===== src/rtl/input_port_rc_pkg.sv =====
// Shared definitions for the router input port: flit fields, ids, ports, FSM states.
// Latency: n/a (constants and a pure combinational route helper).
// Backpressure: n/a.
package input_port_rc_pkg;

   // Flit id encodings (one-hot so a glance at a waveform tells the type)
   localparam logic [2:0] HEADER  = 3'b001;
   localparam logic [2:0] PAYLOAD = 3'b010;
   localparam logic [2:0] TAIL    = 3'b100;

   // Flit field bit positions
   localparam int ID_MSB  = 31;
   localparam int ID_LSB  = 29;
   localparam int LEN_MSB = 28;
   localparam int LEN_LSB = 17;
   localparam int DX_MSB  = 15;
   localparam int DX_LSB  = 12;
   localparam int DY_MSB  = 11;
   localparam int DY_LSB  = 8;

   // Output port indices within req[4:0] = {L,N,E,W,S}
   localparam int PORT_L = 4;
   localparam int PORT_N = 3;
   localparam int PORT_E = 2;
   localparam int PORT_W = 1;
   localparam int PORT_S = 0;

   // One-hot request encodings
   localparam logic [4:0] REQ_L = 5'b1 << PORT_L;
   localparam logic [4:0] REQ_N = 5'b1 << PORT_N;
   localparam logic [4:0] REQ_E = 5'b1 << PORT_E;
   localparam logic [4:0] REQ_W = 5'b1 << PORT_W;
   localparam logic [4:0] REQ_S = 5'b1 << PORT_S;

   // Route-compute FSM states
   typedef enum logic {
      IDLE_RC   = 1'b0,
      ACTIVE_RC = 1'b1
   } rc_state_e;

   // Dimension-ordered XY route: resolve X fully before Y, local when both match
   function automatic logic [4:0] xy_route(input logic [3:0] dst_x,
                                           input logic [3:0] dst_y,
                                           input logic [3:0] cur_x,
                                           input logic [3:0] cur_y);
      logic [4:0] r;
      if (dst_x > cur_x)      r = REQ_E;
      else if (dst_x < cur_x) r = REQ_W;
      else if (dst_y > cur_y) r = REQ_N;
      else if (dst_y < cur_y) r = REQ_S;
      else                    r = REQ_L;
      return r;
   endfunction

endpackage


===== src/rtl/input_port_rc_flit_fifo.sv =====
// Synchronous flit buffer, power-of-two depth, no fall-through.
// Latency: a flit written at edge t is readable at the head after edge t.
// Backpressure: full_o/empty_o only; caller must gate push_i with !full_o and pop_i with !empty_o.
module flit_fifo #(
   parameter int DATA_WIDTH = 32,
   parameter int FIFO_DEPTH = 4
) (
   input  logic                  clk_i,
   input  logic                  rst_ni,
   input  logic                  push_i,
   input  logic [DATA_WIDTH-1:0] wr_dat_i,
   input  logic                  pop_i,
   output logic [DATA_WIDTH-1:0] rd_dat_o,
   output logic                  full_o,
   output logic                  empty_o
);

   localparam int AW = (FIFO_DEPTH > 1) ? $clog2(FIFO_DEPTH) : 1;
   localparam logic [AW-1:0] PTR_ONE = AW'(1);
   localparam logic [AW:0]   CNT_ONE = (AW+1)'(1);
   localparam logic [AW:0]   CNT_MAX = (AW+1)'(FIFO_DEPTH);

   logic [DATA_WIDTH-1:0] mem_q [FIFO_DEPTH];
   logic [AW-1:0]         wr_ptr_q, wr_ptr_d;
   logic [AW-1:0]         rd_ptr_q, rd_ptr_d;
   logic [AW:0]           count_q, count_d;

   // Pointers advance on their own strobe and wrap naturally at the power-of-two depth
   always_comb begin
      wr_ptr_d = wr_ptr_q;
      rd_ptr_d = rd_ptr_q;
      count_d  = count_q;
      if (push_i) wr_ptr_d = wr_ptr_q + PTR_ONE;
      if (pop_i)  rd_ptr_d = rd_ptr_q + PTR_ONE;
      if (push_i && !pop_i)      count_d = count_q + CNT_ONE;
      else if (!push_i && pop_i) count_d = count_q - CNT_ONE;
   end

   // Pointer/occupancy state; reset flushes the buffer without touching storage
   always_ff @(posedge clk_i or negedge rst_ni) begin
      if (!rst_ni) begin
         wr_ptr_q <= '0;
         rd_ptr_q <= '0;
         count_q  <= '0;
      end else begin
         wr_ptr_q <= wr_ptr_d;
         rd_ptr_q <= rd_ptr_d;
         count_q  <= count_d;
      end
   end

   // Storage write; contents are only meaningful below the occupancy count
   always_ff @(posedge clk_i) begin
      if (push_i) mem_q[wr_ptr_q] <= wr_dat_i;
   end

   assign rd_dat_o = mem_q[rd_ptr_q];
   assign full_o   = (count_q == CNT_MAX);
   assign empty_o  = (count_q == '0);

endmodule


===== src/rtl/input_port_rc.sv =====
// Router input port: buffers flits, XY-routes each packet header, holds a one-hot request until TAIL pops.
// Latency: request rises one cycle after a header reaches the FIFO head; one bubble between packets.
// Backpressure: in_ready = !full (no same-cycle pop credit); head pops only on grant && out_valid.
module input_port_rc
   import input_port_rc_pkg::*;
#(
   parameter int DATA_WIDTH = 32,
   parameter int FIFO_DEPTH = 4,
   parameter int CUR_X      = 0,
   parameter int CUR_Y      = 0
) (
   input  logic                  clk,
   input  logic                  rst,
   input  logic [DATA_WIDTH-1:0] in_flit,
   input  logic                  in_valid,
   output logic                  in_ready,
   output logic [DATA_WIDTH-1:0] out_flit,
   output logic                  out_valid,
   output logic [2:0]            flit_id,
   output logic [11:0]           length,
   output logic [4:0]            req,
   input  logic                  grant,
   output logic                  err
);

   localparam logic [3:0] CX = 4'(CUR_X);
   localparam logic [3:0] CY = 4'(CUR_Y);

   rc_state_e             state_q, state_d;
   logic [4:0]            req_q, req_d;
   logic [11:0]           length_q, length_d;
   logic                  err_q, err_d;

   logic [DATA_WIDTH-1:0] head;
   logic [2:0]            head_id;
   logic                  full, empty;
   logic                  push, pop, fwd_pop, drop;

   assign push    = in_valid && !full;
   assign head_id = head[ID_MSB:ID_LSB];

   flit_fifo #(
      .DATA_WIDTH (DATA_WIDTH),
      .FIFO_DEPTH (FIFO_DEPTH)
   ) u_fifo (
      .clk_i    (clk),
      .rst_ni   (rst),
      .push_i   (push),
      .wr_dat_i (in_flit),
      .pop_i    (pop),
      .rd_dat_o (head),
      .full_o   (full),
      .empty_o  (empty)
   );

   // State and latched route/length/error registers; reset drops req immediately
   always_ff @(posedge clk or negedge rst) begin
      if (!rst) begin
         state_q  <= IDLE_RC;
         req_q    <= '0;
         length_q <= '0;
         err_q    <= 1'b0;
      end else begin
         state_q  <= state_d;
         req_q    <= req_d;
         length_q <= length_d;
         err_q    <= err_d;
      end
   end

   // Next state: route headers in IDLE, drop strays there, release the route when TAIL pops
   always_comb begin
      state_d  = state_q;
      req_d    = req_q;
      length_d = length_q;
      err_d    = 1'b0;
      case (state_q)
         IDLE_RC: begin
            if (!empty) begin
               if (head_id == HEADER) begin
                  state_d  = ACTIVE_RC;
                  req_d    = xy_route(head[DX_MSB:DX_LSB], head[DY_MSB:DY_LSB], CX, CY);
                  length_d = head[LEN_MSB:LEN_LSB];
               end else begin
                  err_d = 1'b1;
               end
            end
         end
         ACTIVE_RC: begin
            if (fwd_pop && head_id == TAIL) begin
               state_d = IDLE_RC;
               req_d   = '0;
            end
         end
      endcase
   end

   // Outputs: head is only offered once routed; stray non-headers are discarded in IDLE
   always_comb begin
      out_valid = (state_q == ACTIVE_RC) && !empty;
      drop      = (state_q == IDLE_RC) && !empty && (head_id != HEADER);
      fwd_pop   = grant && out_valid;
      pop       = fwd_pop || drop;
      flit_id   = empty ? 3'b000 : head_id;
   end

   assign in_ready = !full;
   assign out_flit = head;
   assign length   = length_q;
   assign req      = req_q;
   assign err      = err_q;

endmodule


===== config.mk =====
export PLATFORM = sky130hd
export DESIGN_NAME = input_port_rc
export DESIGN_NICKNAME = d
export VERILOG_FILES = /design/src/rtl/input_port_rc_pkg.sv /design/src/rtl/input_port_rc_flit_fifo.sv /design/src/rtl/input_port_rc.sv
export SDC_FILE = /design/constraint.sdc
export NUM_CORES = 1
export LEC_CHECK = 0
export ABC_AREA = 0
export CORE_MARGIN = 3
export CORE_UTILIZATION = 45
export CTS_BUF_LIST = sky130_fd_sc_hd__clkbuf_8
export CTS_CLUSTER_DIAMETER = 80
export DETAILED_ROUTE_END_ITERATION = 16
export GPL_ROUTABILITY_DRIVEN = 1
export GPL_TIMING_DRIVEN = 0
export HOLD_SLACK_MARGIN = 0.15
export PLACE_DENSITY = 0.69
export SETUP_SLACK_MARGIN = 0.1
export SYNTH_ARGS = -nofsm -noshare
export SYNTH_HDL_FRONTEND = slang
export SYNTH_SLANG_ARGS = --single-unit

===== constraint.sdc =====
create_clock -name clk -period 3.5 [get_ports clk]
set_clock_uncertainty 0.1 [all_clocks]
set_input_delay 0.525 -clock clk [delete_from_list [all_inputs] [get_ports clk]]
set_output_delay 0.525 -clock clk [all_outputs]
set_load 0.02 [all_outputs]

After elaboration in Yosys (flattened, before gate mapping):

Memory sizes are Yosys's and may differ from the RTL's.
Cells that the tools add are included.

* register bits: 26
* bits in writable memories: 128
* input port bits: 36
* word-level logic and storage cells: 62
* memories: 1

* add/sub/neg operators: 4
* $lt $le $gt $ge: 4
* eq/ne operators: 7
* muxes and demuxes: 20
* bitwise operators: 2
* reduce and logical (&&, ||, !) cells: 17

Memories
* u_fifo.mem_q: depth 4, width 32, rd ports 1, clocked after Yosys merged registers in 0, wr ports 1, RTL line input_port_rc_flit_fifo.sv:23 `logic [DATA_WIDTH-1:0] mem_q [FIFO_DEPTH];`

Operators by type and width (number)
* 5-bit 2-to-1 mux: 7
* 5-bit one-hot mux with 2 select lines: 1
* 3-bit 2-to-1 mux: 3
* 4-bit by 1-bit > comparator with 1-bit output, second input constant: 2
* 1-bit logical AND: 8
* 4-bit by 1-bit < comparator with 1-bit output, second input constant: 2
* 1-bit 2-to-1 mux: 8
* 3-bit equality test, second input constant: 2
* 3-bit AND reduction: 2
* 2-bit by 1-bit adder with 2-bit output, second input constant: 2
* 1-bit logical NOT: 4
* 2-bit != test, second input constant: 2
* 3-bit by 1-bit adder with 3-bit output, second input constant: 1
* 3-bit by 1-bit equality test with 1-bit output, second input constant: 1
* 3-bit logical NOT: 1
* 3-bit by 1-bit != test with 1-bit output, second input constant: 1
* 3-bit by 1-bit subtractor with 3-bit output, second input constant: 1
* 2-bit by 1-bit != test with 1-bit output, second input constant: 1
* 1-bit inverter: 2
* 1-bit one-hot mux with 2 select lines: 1
* 2-bit nonzero test: 1
* 1-bit logical OR: 1

Longest topological paths before layout:

Gate-level depths: netlist (run 1).
An unclocked memory read counts as a cell.

* word-level depth: 9
* mapped depth: 10

Modules after synthesis:

Synthesis (run 1) repeated with hierarchy kept, for this count alone.

* cells, all modules: 261
* area, all modules: 5875.6 µm²

Modules (own cells, without submodules)
* flit_fifo: times used 1, cells an instance 202, area an instance 5059.9 µm², seq. area each 4018.9 µm²
* input_port_rc: times used 1, cells an instance 59, area an instance 815.8 µm², seq. area each 425.4 µm²

Least setup slack after synthesis (run 1):

OpenSTA, ideal clock, no wires.

* path type: register to register
* start: reg u_fifo.rd_ptr_q[0]
* end: reg u_fifo.count_q[2]
* data arrival time: 2.627 ns
* data required time: 3.321 ns
* path slack: 0.694 ns
* stages on the path, launching flop included: 11
* path through: dfrtp_1 -> buf_6 -> mux4_2 -> nor4b_1 -> or3_1 -> ha_1 -> inv_1 -> fa_1 -> xor2_1 -> nor2_1 -> xor2_1

* word-level cells in the longest chain between the ends: 7
* elaborated cells between the ends (all ways): 9
* classes of those cells: 1 x eq/ne; 1 x mux; 6 x reduce/logical; 1 x memory

Ends and longest elaborated chain
* from (decl): RTL line input_port_rc_flit_fifo.sv:25 `logic [AW-1:0] rd_ptr_q, rd_ptr_d;`
* from (signal assigned): RTL line input_port_rc_flit_fifo.sv:47 `rd_ptr_q <= rd_ptr_d;`
* memory 4 x 32 bit (*)
* named net out_flit[30]: RTL line input_port_rc.sv:17 `output logic [DATA_WIDTH-1:0] out_flit,`
* 3-bit by 1-bit != test with 1-bit output (*): RTL line input_port_rc.sv:101 `drop = (state_q == IDLE_RC) && !empty && (head_id != HEADER);`
* 1-bit logical AND (*): RTL line input_port_rc.sv:101
* 1-bit logical OR (*): RTL line input_port_rc.sv:103 `pop = fwd_pop || drop;`
* 1-bit logical NOT: RTL line input_port_rc_flit_fifo.sv:35 `if (push_i && !pop_i) count_d = count_q + CNT_ONE;`
* 1-bit logical AND: RTL line input_port_rc_flit_fifo.sv:35
* 3-bit 2-to-1 mux / 2-bit nonzero test (equally long branches)
* to (signal assigned): RTL line input_port_rc_flit_fifo.sv:48 `count_q <= count_d;`
* to (decl): RTL line input_port_rc_flit_fifo.sv:26 `logic [AW:0] count_q, count_d;`

The timed path passes the listed nets; every way through them passes the cells marked *.
A chain may end at the register's enable or synchronous reset.

Worst setup path after layout (run 1):

* start: reg u_fifo.rd_ptr_q[1]
* end: out out_flit[0]

* word-level cells in the longest chain between the ends: 1

Ends and longest elaborated chain (RTL line)
* memory 4 x 32 bit
* to (decl): input_port_rc.sv:17

Every way passes these cells.

==> flow_summary.ini, run 1 <==
[routing]
drt_iter0_drc = 196
vias_per_cell = 5.142
drc = 0
wl_per_cell_um = 18.93
routed_wl_um = 10400
ant_nets = 0
via_count = 2823
drt_first_pass_iters = 4

[clock_tree]
cts_root_buffer = clkbuf_8
cts-htree-levels = 4
clkSinkCount = 152
clock_latency_ps = 440
cts_buffers = 17
cts_tree = built
clk_pin_slew_ps = 80
ctsHoldBuffers = 0
clockBufferDepth = 2

[placed_design]
hpwlAfterDp_um = 6581
port-buffer-count = 88
place.gp.congestion = 0.6946

[worst_setup_path]
cp.required_ps = 2870
critical-path-top-delay-family = buffers and inverters
endpoint_kind = primary output
cp_slowest_stage_delay_ps = 550
cp_max_fo = 10
critPathMostFrequentCell = buf_4
critPathKind = flip-flop to primary output
cpMaxStageDelayCell = clkdlybuf4s50_1
crit_arrival_ps = 2570
crit_chain = buf_4 > buf_2 > buf_4 > mux4_2 > clkdlybuf4s50_1
path_buf_inv = 4
crit_path_start_kind = flip-flop

[timing]
rsz0062_at_grt = no
finalCritPeriodShare = 0.9118
maxSlewViolCount = 0
finalSetupTns_ps = 0
tightest_slew_ps = 1133
setup_viol_count_final = 0
max_freq_mhz = 313.3
fin_crit_ps = 3191
slew_headroom = 0.2426
finalHoldViolCount = 0

[cells_and_area]
multiInputGateArea_sq_um = 1291
fin_util = 0.6051
seq_area_sq_um = 4446
diodes = 0
area_growth_pct = 28.07
drive_above_1_share = 0.2467
fillCellCount = 920
nets = 410

[grt]
grt.busiest_layer = met2
grt_pass1_wl_um = 16290
overflow = 0
gr-usage-met3 = 0.06079
gr-usage-met1 = 0.1976
grt_max_degree = 33
grt_pass1_vias = 2961
track_usage = 0.1562
grt_antenna_before_repair = 0
grtUsageMet2 = 0.2461

[synth]
yosysTopAreaCell = edfxtp_1
async_flop_share = 0.1579
synth_top_area_share = 0.6608
synth_area_per_cell_sq_um = 22.29
synth_compound_area_frac = 0.01011
yosysSeqAreaShare = 0.7640
synth_fa_ha_area_frac = 0.01420
yosys_warnings = 0
synthMuxAreaShare = 0.1568
synth-xor-area-share = 0.009034
synth_edf_count = 128
yosysMostFrequentCell = edfxtp_1
netlist_area_sq_um = 5817
synth_top_family_by_area = multiplexers
synth-seq-cells = 152
synth_cell_types = 33
synth_simple_gate_area_share = 0.02968
synth_ff_type = edfxtp_1
synth.top_cells.by_area = edfxtp_1 66%, mux4_2 12%, dfrtp_1 10%
synthCells = 261
synth_common_cells = 128 x edfxtp_1, 32 x mux4_2, 24 x dfrtp_1, 9 x mux2_4

[die]
row_count = 40
die_h_um = 119.7
core_sq_um = 12310
initial_core_util = 0.4725
pin_count = 91
dieWidth_um = 119.7
die-area_sq_um = 14330

[flow_run]
maxCapViolCount = 0

[status]
status = finished, final reports clean

[min_path]
hp-class = flip-flop to flip-flop

[power]
powerDensity_nw_per_um2 = 946.0
peakVddDrop_v = 0.0005013
p_leak_nw = 2.654
## flip-flops by register name, indices dropped and copies added (netlist names)
signal,flops
u_fifo.rd_ptr_q,2
u_fifo.wr_ptr_q,2
state_q,1
u_fifo.count_q,3
req,3
u_fifo.mem_q,128
err,1
length,12
## cells in the final DEF, fill, tap and decap left out, types with 2 or more instances in the layout
cell and n:
nor4b_1 3, ha_1 5, a21oi_1 3, mux2_2 5, mux4_2 32, clkdlybuf4s50_1 80, mux2_4 9, xor2_1 3
o2bb2ai_1 2, dfrtp_1 23, clkbuf_8 20, and3_2 4, edfxtp_1 128, clkinvlp_4 3, buf_6 5, bufinv_16 6
inv_1 5, conb_1 2, buf_4 4, xnor2_1 3, nor2b_1 5, nor3_1 2, nor4_1 2, nor2_1 4
dlymetal6s2s_1 8
## per-stage QoR
step | instances | power (mW) | hold WS, ps | cell area, sq um | worst slack [ps]
floorplan | 262 | 4.368 | 129.4 | 5821 | 693.7
global placement | 518 | 5.489 | 387.4 | 6912 | -42.39
detailed placement | 518 | 5.540 | 393.2 | 6917 | -37.44
CTS | 549 | 7.166 | 415.2 | 7428 | 102.8
global route | 549 | 7.414 | 425.9 | 7450 | 162.5
finish | 549 | 7.047 | 410.4 | 7450 | 308.7
## worst paths after layout
kind | cells after the start | from | end | slack, ps
setup / recovery | 5 | u_fifo.rd_ptr_q[1]$_DFFE_PN0P_ | out_flit[0] | 310
hold / removal | 1 | length[3]$_DFFE_PN0P_ | length[3]$_DFFE_PN0P_ | 410
setup reg to reg | 10 | u_fifo.rd_ptr_q[0]$_DFFE_PN0P_ | u_fifo.count_q[2]$_DFFE_PN0P_ | 570
min in group asynchronous | 1 | rst | u_fifo.rd_ptr_q[1]$_DFFE_PN0P_ | 600
hold reg to reg | 1 | length[3]$_DFFE_PN0P_ | length[3]$_DFFE_PN0P_ | 410
max in group asynchronous | 1 | rst | u_fifo.rd_ptr_q[1]$_DFFE_PN0P_ | 1950
## report_power, final
group | switching (mW) | internal [mW]
Sequential | 0.167 | 2.44
Clock | 0.617 | 0.977
Combinational | 1.43 | 1.41
Total | 2.22 | 4.83
## per-layer routing
metal | vias to the layer above | share of wire
met5 | - | 0
li1 | 1279 | -
met2 | 82 | 0.50
met1 | 1448 | 0.43
met3 | 14 | 0.058
met4 | 0 | 0.015
## area by class of cell
cell class	count	share of cell area
clock inverters	12	0.02956
plain buffers	10	0.01226
multi-input cells	95	0.1733
clock buffers	20	0.03695
flip-flops and latches	152	0.5967
repair buffers	88	0.1209
inverters	4	0.002015
well taps	168	0.02822
## logic make-up after synthesis
group	Yosys count
AOI/OAI and AO/OA	8
xor gates and xnor gates	6
adders and majority gates	6
buffers and inverters	15
DFF	152
muxes	46
other	1
and+or+nand+nor	27
## what timing repair did
| action | 4_1_cts | 5_1_grt |
|---|---|---|
| setup buffers | 0 | 0 |
| setup endpoints to repair | 12 | 9 |
| resized for setup | 7 | 9 |
| cloned | 0 | 0 |
Power figures use the tool's default switching activity.
==> run 2: changes to the inputs <==
--- a/config.mk
+++ b/config.mk
@@ -18,4 +18,5 @@
 export SETUP_SLACK_MARGIN = 0.1
 export SYNTH_ARGS = -nofsm -noshare
 export SYNTH_HDL_FRONTEND = slang
+export SYNTH_HIERARCHICAL = 1
 export SYNTH_SLANG_ARGS = --single-unit
==> run 2 against run 1 <==
Sequential share of layout area grew 0.60 points. Cell count grew 0.91%. Clock power shrank 18%. Utilization shrank 2.3 points. Highest routed layer unchanged.
==> flow_summary.ini, run 2 <==
[timing]
tightest_slew_ps = 952.3
rsz0062_at_grt = no
slew_headroom = 0.3652
fin_crit_ps = 3142
layout_setup_ws_ps = 358.5
maxSlewViolCount = 0
finalHoldViolCount = 0
setup_viol_count_final = 0
finalCritPeriodShare = 0.8976
fin_hold_ws_ps = 395.4
max_freq_mhz = 318.3
finalSetupTns_ps = 0

[synth]
yosysSeqAreaShare = 0.7564
synth_cell_types = 37
synthCells = 261
synth_common_cells = 128 x edfxtp_1, 28 x mux4_2, 24 x dfrtp_1, 9 x mux2_4, 6 x inv_1
netlist_area_sq_um = 5876
yosysMostFrequentCell = edfxtp_1
synth_edf_count = 128
synth_area_per_cell_sq_um = 22.51
yosysTopAreaCell = edfxtp_1
synth.top_cells.by_area = edfxtp_1 65%, mux4_2 11%, dfrtp_1 10%
synth_ff_type = edfxtp_1
synth-seq-cells = 152
synth_top_area_share = 0.6542
yosys_warnings = 6
async_flop_share = 0.1579

[worst_setup_path]
crit_arrival_ps = 3400
r2r_slack_ps = 360
critPathKind = flip-flop to flip-flop
crit_path_start_kind = flip-flop
crit_start = u_fifo/rd_ptr_q[0]$_DFFE_PN0P_
timing.rr.end = u_fifo/count_q[2]$_DFFE_PN0P_
r2r-start = u_fifo/rd_ptr_q[0]$_DFFE_PN0P_
crit_path_end = u_fifo/count_q[2]$_DFFE_PN0P_
cp.required_ps = 3760
reg2reg_depth = 12
cp_max_fo = 7
endpoint_kind = flip-flop

[power]
p_leak_nw = 2.564
powerDensity_nw_per_um2 = 926.9
power.total_mw = 6.834
peakVddDrop_v = 0.0004904

[die]
die-area_sq_um = 14460
dieWidth_um = 120.3
initial_core_util = 0.4637
row_count = 41
die_h_um = 120.3
pin_count = 91
core_sq_um = 12670

[grt]
grt_pass1_wl_um = 16770
grt_antenna_before_repair = 0
grt_pass1_vias = 3044
overflow = 0
grt_max_degree = 33
track_usage = 0.1590

[min_path]
min_path_cells = 1
hp-class = flip-flop to flip-flop

[clock_tree]
clock_latency_ps = 440
cts-htree-levels = 4
cts_root_buffer = clkbuf_8
cts_setup_buffers = 0
cts_buffers = 17
cts_tree = built
clkSinkCount = 152
clockBufferDepth = 2
clk_pin_slew_ps = 70

[placed_design]
port-buffer-count = 88
place.gp.congestion = 0.7194
place_inst = 522
post-place-ws_ps = 222.3
placed_area_sq_um = 6980
hpwlAfterDp_um = 6596

[routing]
drt_first_pass_iters = 4
ant_nets = 0
routed_wl_um = 10720
via_count = 2830
vias_per_cell = 5.108
drt_iter0_drc = 138
wl_per_cell_um = 19.35
drc = 0

[cells_and_area]
area_growth_pct = 25.49
nets = 411
fin_area_sq_um = 7373
diodes = 0
fillCellCount = 975
fin_util = 0.5819
drive_above_1_share = 0.2199
regMostFlops = u_fifo/mem_q
final_cell_mix = 128 x edfxtp_1, 87 x clkdlybuf4s50_1, 28 x mux4_2, 24 x dfrtp_1, 18 x clkbuf_8
stdcell_count = 554
layout_commonest_cell = edfxtp_1
largest_reg_flops = 128

[status]
status = finished, final reports clean

[flow_run]
maxCapViolCount = 0
-- run 2: cells by family (layout without fill, tap and decap cells) --
family,Yosys count,in the layout,synth area share
AND/OR/NAND/NOR,26,26,0.02875
other,1,2,0.0006382
buffers and inverters,17,137,0.02513
XOR/XNOR,6,6,0.008944
adder cells (fa/ha/maj),6,6,0.01405
flip-flops,152,152,0.7564
AO/OA/AOI/OAI,8,8,0.01022
multiplexers,45,45,0.1559
-- run 2: worst min-delay path by stage --
stage,from,endpoint
final,u_fifo/count_q[2]$_DFFE_PN0P_,u_fifo/count_q[2]$_DFFE_PN0P_
after global routing,u_fifo/count_q[2]$_DFFE_PN0P_,u_fifo/count_q[2]$_DFFE_PN0P_
after CTS,u_fifo/count_q[2]$_DFFE_PN0P_,u_fifo/count_q[2]$_DFFE_PN0P_
after detailed placement,u_fifo/count_q[2]$_DFFE_PN0P_,u_fifo/count_q[2]$_DFFE_PN0P_
after global placement,u_fifo/count_q[2]$_DFFE_PN0P_,u_fifo/count_q[2]$_DFFE_PN0P_
after floorplan,rst,err$_DFF_PN0_
-- run 2: power by group --
| part | internal [mW] | switching [mW] | total (mW) |
|---|---|---|---|
| clock network | 0.703 | 0.596 | 1.30 |
| registers | 2.44 | 0.158 | 2.60 |
| logic | 1.47 | 1.47 | 2.94 |
| total | 4.61 | 2.22 | 6.83 |
-- run 2: routing by layer --
layer  up-vias  wire length [um]  GRT usage
li1       1270                 -          -
met5         -                 0          0
met2        76              5400     0.2554
met4         0               125    0.06020
met3        10               676    0.05893
met1      1474              4518     0.1988
-- run 2: critical path: stages (launching register included) --
cell and delay [ps]:
dfrtp_1 340, buf_6 160, mux4_1 730, nor3b_4 290, nor3_1 90, a21o_1 250, inv_1 70, ha_1 160
inv_1 70, fa_1 390, xor2_1 170, nor2_1 110, xor2_1 140
-- run 2: layout make-up --
cell class                      instances  area (sq um)  share of cell area
Inverter                                6         22.52            0.003054
Clock inverter                         14         141.4             0.01918
Buffer                                 10         123.9             0.01680
Sequential cell                       152          4444              0.6027
Tap cell                              172         215.2             0.02919
Timing Repair Buffer                   89         885.9              0.1201
Clock buffer                           18         247.7             0.03360
Multi-Input combinational cell         93          1292              0.1753
-- run 2: repair_timing --
item	in CTS	in global routing
endpoints found under the setup margin	0	2
resized for setup	0	1
hold buffers	0	1
hold endpoints to repair	0	24
